--- src/rtl/sync_fifo_pkg.sv ---
`default_nettype none
// ============================================================================
//  Module   : sync_fifo_pkg
//  Brief    : Shared defaults and helper functions for the parametrised
//             single-clock FIFO and its storage array.
//  Revision : 1.0  initial release
// ============================================================================
package sync_fifo_pkg;

    localparam int c_DATA_W_DEFAULT = 64;
    localparam int c_DEPTH_DEFAULT  = 32;

    // Count must represent 0..depth inclusive, hence one bit above the address width
    function automatic int count_width(input int depth);
        return $clog2(depth) + 1;
    endfunction

    // True when value is a non-zero power of two (legal DEPTH values)
    function automatic bit is_pow2(input int value);
        return (value > 0) && ((value & (value - 1)) == 0);
    endfunction

    // True when both fill-level thresholds lie inside their legal ranges
    function automatic bit thresholds_ok(input int depth, input int af, input int ae);
        return (af >= 1) && (af <= depth) && (ae >= 0) && (ae <= depth - 1);
    endfunction

endpackage : sync_fifo_pkg
`default_nettype wire

--- src/rtl/fifo_sdp_ram.sv ---
`default_nettype none
// ============================================================================
//  Module   : fifo_sdp_ram
//  Brief    : Simple dual-port storage array: one write port and one
//             synchronous read port on the same clock. Contents not reset.
//  Revision : 1.0  initial release
// ============================================================================
module fifo_sdp_ram #(
    parameter int DATA_W = 64,
    parameter int DEPTH  = 32
) (
    input  logic                     i_clk,
    input  logic                     wr_en,
    input  logic [$clog2(DEPTH)-1:0] wr_addr,
    input  logic [DATA_W-1:0]        wr_data,
    input  logic                     rd_en,
    input  logic [$clog2(DEPTH)-1:0] rd_addr,
    output logic [DATA_W-1:0]        rd_data
);

    logic [DATA_W-1:0] r_mem [DEPTH];

    // Write port: store the word at the requested slot
    always_ff @(posedge i_clk) begin
        if (wr_en) begin
            r_mem[wr_addr] <= wr_data;
        end
    end

    // Read port: registered output that holds between reads
    always_ff @(posedge i_clk) begin
        if (rd_en) begin
            rd_data <= r_mem[rd_addr];
        end
    end

endmodule : fifo_sdp_ram
`default_nettype wire

--- src/rtl/sync_fifo_param.sv ---
`default_nettype none
// ============================================================================
//  Module   : sync_fifo_param
//  Brief    : Parametrised single-clock FIFO with fill-level reporting,
//             synchronous flush and one-cycle overflow/underflow pulses.
//  Revision : 1.0  initial release
// ============================================================================
module sync_fifo_param
    import sync_fifo_pkg::*;
#(
    parameter int DATA_W    = c_DATA_W_DEFAULT,
    parameter int DEPTH     = c_DEPTH_DEFAULT,
    parameter int AF_THRESH = DEPTH - 4,
    parameter int AE_THRESH = 4,
    localparam int CNT_W    = count_width(DEPTH)
) (
    input  logic              i_clk,
    input  logic              i_rstn,
    input  logic              i_flush,
    input  logic              i_wren,
    input  logic [DATA_W-1:0] i_data,
    input  logic              i_rden,
    output logic [DATA_W-1:0] o_data,
    output logic              o_data_vld,
    output logic [CNT_W-1:0]  o_count,
    output logic              o_full,
    output logic              o_empty,
    output logic              o_almost_full,
    output logic              o_almost_empty,
    output logic              o_overflow,
    output logic              o_underflow
);

    localparam int               c_ADDR_W    = $clog2(DEPTH);
    localparam logic [CNT_W-1:0] c_DEPTH_CNT = CNT_W'(DEPTH);
    localparam logic [CNT_W-1:0] c_AF_CNT    = CNT_W'(AF_THRESH);
    localparam logic [CNT_W-1:0] c_AE_CNT    = CNT_W'(AE_THRESH);

    logic [c_ADDR_W-1:0] r_wr_ptr;
    logic [c_ADDR_W-1:0] r_rd_ptr;
    logic [CNT_W-1:0]    r_count;
    logic                r_data_vld;
    logic                r_overflow;
    logic                r_underflow;
    logic                r_data_zero;
    logic [DATA_W-1:0]   w_rd_data;

    logic w_full;
    logic w_empty;
    logic w_wr_ok;
    logic w_rd_ok;
    logic w_ovf_evt;
    logic w_unf_evt;

    // Decode acceptance and error events; reset and flush suppress everything
    always_comb begin
        w_full    = (r_count == c_DEPTH_CNT);
        w_empty   = (r_count == '0);
        w_wr_ok   = i_rstn && !i_flush && i_wren && (!w_full || i_rden);
        w_rd_ok   = i_rstn && !i_flush && i_rden && !w_empty;
        w_ovf_evt = !i_flush && i_wren && !i_rden && w_full;
        w_unf_evt = !i_flush && i_rden && w_empty;
    end

    // Pointer, count and pulse registers
    always_ff @(posedge i_clk) begin
        if (!i_rstn) begin
            r_wr_ptr    <= '0;
            r_rd_ptr    <= '0;
            r_count     <= '0;
            r_data_vld  <= 1'b0;
            r_overflow  <= 1'b0;
            r_underflow <= 1'b0;
            r_data_zero <= 1'b1;
        end else if (i_flush) begin
            r_wr_ptr    <= '0;
            r_rd_ptr    <= '0;
            r_count     <= '0;
            r_data_vld  <= 1'b0;
            r_overflow  <= 1'b0;
            r_underflow <= 1'b0;
        end else begin
            if (w_wr_ok) begin
                r_wr_ptr <= r_wr_ptr + c_ADDR_W'(1);
            end
            if (w_rd_ok) begin
                r_rd_ptr    <= r_rd_ptr + c_ADDR_W'(1);
                r_data_zero <= 1'b0;
            end
            case ({w_wr_ok, w_rd_ok})
                2'b10:   r_count <= r_count + CNT_W'(1);
                2'b01:   r_count <= r_count - CNT_W'(1);
                default: r_count <= r_count;
            endcase
            r_data_vld  <= w_rd_ok;
            r_overflow  <= w_ovf_evt;
            r_underflow <= w_unf_evt;
        end
    end

    fifo_sdp_ram #(
        .DATA_W (DATA_W),
        .DEPTH  (DEPTH)
    ) u_ram (
        .i_clk   (i_clk),
        .wr_en   (w_wr_ok),
        .wr_addr (r_wr_ptr),
        .wr_data (i_data),
        .rd_en   (w_rd_ok),
        .rd_addr (r_rd_ptr),
        .rd_data (w_rd_data)
    );

    // Outputs: the RAM read register is not reset, so it is masked to zero
    // until the first read after reset reloads it
    always_comb begin
        o_data         = r_data_zero ? '0 : w_rd_data;
        o_data_vld     = r_data_vld;
        o_count        = r_count;
        o_full         = (r_count == c_DEPTH_CNT);
        o_empty        = (r_count == '0);
        o_almost_full  = (r_count >= c_AF_CNT);
        o_almost_empty = (r_count <= c_AE_CNT);
        o_overflow     = r_overflow;
        o_underflow    = r_underflow;
    end

endmodule : sync_fifo_param
`default_nettype wire
--- config.mk ---
export PLATFORM = sky130hd
export DESIGN_NAME = sync_fifo_param
export DESIGN_NICKNAME = d
export VERILOG_FILES = /design/src/rtl/sync_fifo_pkg.sv /design/src/rtl/fifo_sdp_ram.sv /design/src/rtl/sync_fifo_param.sv
export SDC_FILE = /design/constraint.sdc
export NUM_CORES = 2
export LEC_CHECK = 0
export BUFFER_PORTS_ARGS = -buffer_cell sky130_fd_sc_hd__buf_2
export CAP_MARGIN = 20
export CORE_ASPECT_RATIO = 1.1
export CORE_UTILIZATION = 67
export CTS_CLUSTER_DIAMETER = 120
export DETAILED_ROUTE_END_ITERATION = 12
export PLACE_DENSITY = 0.84
export SETUP_SLACK_MARGIN = 0.3
export SYNTH_ARGS = -nofsm -noshare
export SYNTH_HDL_FRONTEND = slang
export SYNTH_SLANG_ARGS = --single-unit
--- constraint.sdc ---
create_clock -name i_clk -period 11.3 [get_ports i_clk]
set_input_delay 1.13 -clock i_clk [delete_from_list [all_inputs] [get_ports i_clk]]
set_output_delay 1.13 -clock i_clk [all_outputs]
set_load 0.05 [all_outputs]
==> impl_metrics.ini <==
[power_and_ir_drop]
swShare_pct = 19.90
p_leak_nw = 26.86
clockPowerShare_pct = 42.3
internal_power_mw = 12.33
seq_power_share_pct = 56.5
power_density_nw_per_um2 = 172.1
netSwitchingPower_mw = 3.062
ir_drop_v = 0.0001460
power_mw = 15.39
p_comb_share_pct = 1.2

[placement]
io_buffers = 145
hpwl_mm = 109.8
place.gp.congestion = 0.8118
placed_area_um2 = 83210

[worst_setup_path]
r2r_slack_ps = 6890
crit_type = reg2reg
required_ps = 11810
critical_path_arrival_ps = 4930
crit_start = r_rd_ptr[1]
ff2ff_path_depth = 5
rr_endpoint = u_ram.rd_data[12]
end_kind = flop
crit_fanout = 58
r2r-start = r_rd_ptr[1]
critPathLaunchType = flop

[run_status]
status = finished clean

[clock_tree]
h-tree-depth = 4
clkTransAtPathRegs_ps = 60
cts_resized = 0
cts_hold_buffers = 0
cts_buffers = 192
cts-root-buf = clkbuf_16
post_cts_buffers = 0
clkSinkCount = 2132
clk_latency_ps = 840
clockBufferDepth = 3
cts_tree = yes

[routing]
drtIter0Drc = 7219
drt_first_pass_iters = 8
routed_via_density = 7.699
wirelength_mm = 219.9
wl_per_cell_um = 39.21
postRouteAntennaNets = 0
dr_total_vias = 43180
remaining_drc_errors = 0

[die]
rows = 133
die_h_um = 365.7
ios = 146
core_area_um2 = 119300
dieArea_um2 = 121600
initial_core_util_pct = 67.51
die_x_um = 332.6

[finish]
drive_above_1_share_pct = 22.92
fin_nets = 3960
multi_input_area_um2 = 16070
design_area_um2 = 89430
fin_util_pct = 74.96
mostFrequentLayoutCell = edfxtp_1
final_cell_mix = 2112 x edfxtp_1, 378 x mux4_2, 280 x a22oi_1, 269 x mux2i_1, 199 x clkbuf_16
areaGrowthSynthToFinish_pct = 11.03
seq_area_um2 = 63840
n_fill_cell = 5637

[sta]
skew_ps = 37.82
tightest_slew_ps = 1236
period_minus_slack_ps = 4413
setup_viol = 0
tns_ps = 0
rsz0062_at_grt = no
fin_crit_sh_pct = 39.06
final_max_slew_viol_count = 0
max_freq_ghz = 0.2266
holdWs_ps = 533.0
hold_viol_final = 0
max_slew_margin_pct = 17.62

[synth]
synth_top_cell_area_share_pct = 78.73
synth-edff-count = 2112
synth_cells = 3681
avgSynthCellArea_um2 = 21.88
ys_warn_count = 0
synth_area_leaders = edfxtp_1 79%, mux4_2 11%, mux2i_1 3.3%
async_flop_share_pct = 0
ys_seq_area_share_pct = 79.23
synth.largest_area_cell = edfxtp_1
ys.flop_type = edfxtp_1
synth_cell_type_count = 51
synth_seq_cells = 2132
syn_nets = 3758
synthesis.area_um2 = 80550

[grt]
grt_overflow = 0
grt_max_degree = 105
antenna_found_initial = 13
grt_pass1_vias = 42560
track_usage_pct = 36.48
grt_first_pass_wirelength_mm = 308.4

[worst_hold_path]
holdCritPathClass = in2reg
hold_path_depth = 2
min_from = i_rstn
hold_end = r_data_zero

[run]
cap_violations = 0
Yosys cell counts (5+ instances only):
cell         n
and2_1       6
nand3_1     71
nor2b_1     73
nand4_1     55
o221ai_1    11
o22a_1      11
nand3b_1     5
a22oi_1    280
buf_4        5
buf_1       17
buf_2       99
mux4_2     378
nor3_1      15
xor2_1       7
o22ai_1     23
o21ai_0      8
nand2_1     16
clkbuf_1    90
ha_1         8
dfxtp_1     20
mux2i_1    269
inv_1        7
nor2_1      46
edfxtp_1  2112
routing by layer:
layer	GRT usage, %	part of all wire, %	vias up
li1	-	-	15960
met1	47.80	33	21760
met2	57.12	47	4597
met3	9.780	14	848
met4	19.19	5.7	14
met5	0	0.040	-
registers in the layout, indices dropped and copies added (netlist names):
register,count
r_wr_ptr,5
o_overflow,1
u_ram.r_mem,2048
r_rd_ptr,5
u_ram.rd_data,64
o_underflow,1
r_data_zero,1
o_count,6
o_data_vld,1
power groups by stage:
stage | clock network (mW) | registers, mW | logic, mW
floorplan | 0 | 8.87 | 0.0309
global placement | 0 | 8.87 | 0.163
detailed placement | 0 | 8.87 | 0.175
CTS | 6.50 | 8.70 | 0.180
global route | 6.79 | 8.69 | 0.190
finish | 6.51 | 8.70 | 0.186
how the worst max path moves through the flow:
stage	endpoint	slack [ps]	cells after the start
2_1_floorplan	u_ram.r_mem[23][0]	6180	4
3_3_place_gp	u_ram.r_mem[21][21]	6470	6
3_5_place_dp	u_ram.r_mem[17][26]	6440	6
4_1_cts	u_ram.r_mem[17][32]	6980	5
5_1_grt	u_ram.rd_data[10]	6750	5
6_report	u_ram.rd_data[12]	6890	5
cell families (layout without fill, tap and decap cells):
| group | Yosys count | after routing | share of synthesized area (%) |
|---|---|---|---|
| flops | 2132 | 2132 | 79.23 |
| mux | 647 | 647 | 13.91 |
| compound gates | 349 | 349 | 3.232 |
| simple gates | 314 | 314 | 2.164 |
| buf+inv | 221 | 588 | 1.227 |
| xor+xnor | 10 | 10 | 0.1087 |
| fa+ha+maj | 8 | 8 | 0.1243 |
| other cells | 0 | 8 | 0 |
critical path: stages (launching register included):
cell	delay (ps)
dfxtp_4	910
buf_4	830
buf_4	860
mux4_2	450
a22oi_1	640
nand4_1	220
final cells by class:
class,instances,area share [%]
Clock buffer,247,5.792
Inverter,7,0.02938
Sequential cell,2132,71.38
Multi-Input combinational cell,1328,17.97
Antenna cell,8,0.02238
Clock inverter,112,1.139
Timing Repair Buffer,222,1.500
Tap cell,1552,2.171
metrics by stage:
step	std cells	worst slack, ps
2_1_floorplan	3681	6180
3_3_place_gp	5241	6471
3_5_place_dp	5241	6444
4_1_cts	5600	6980
5_1_grt	5603	6747
6_report	5608	6887
Note: power is estimated with default switching activity, not from simulation.
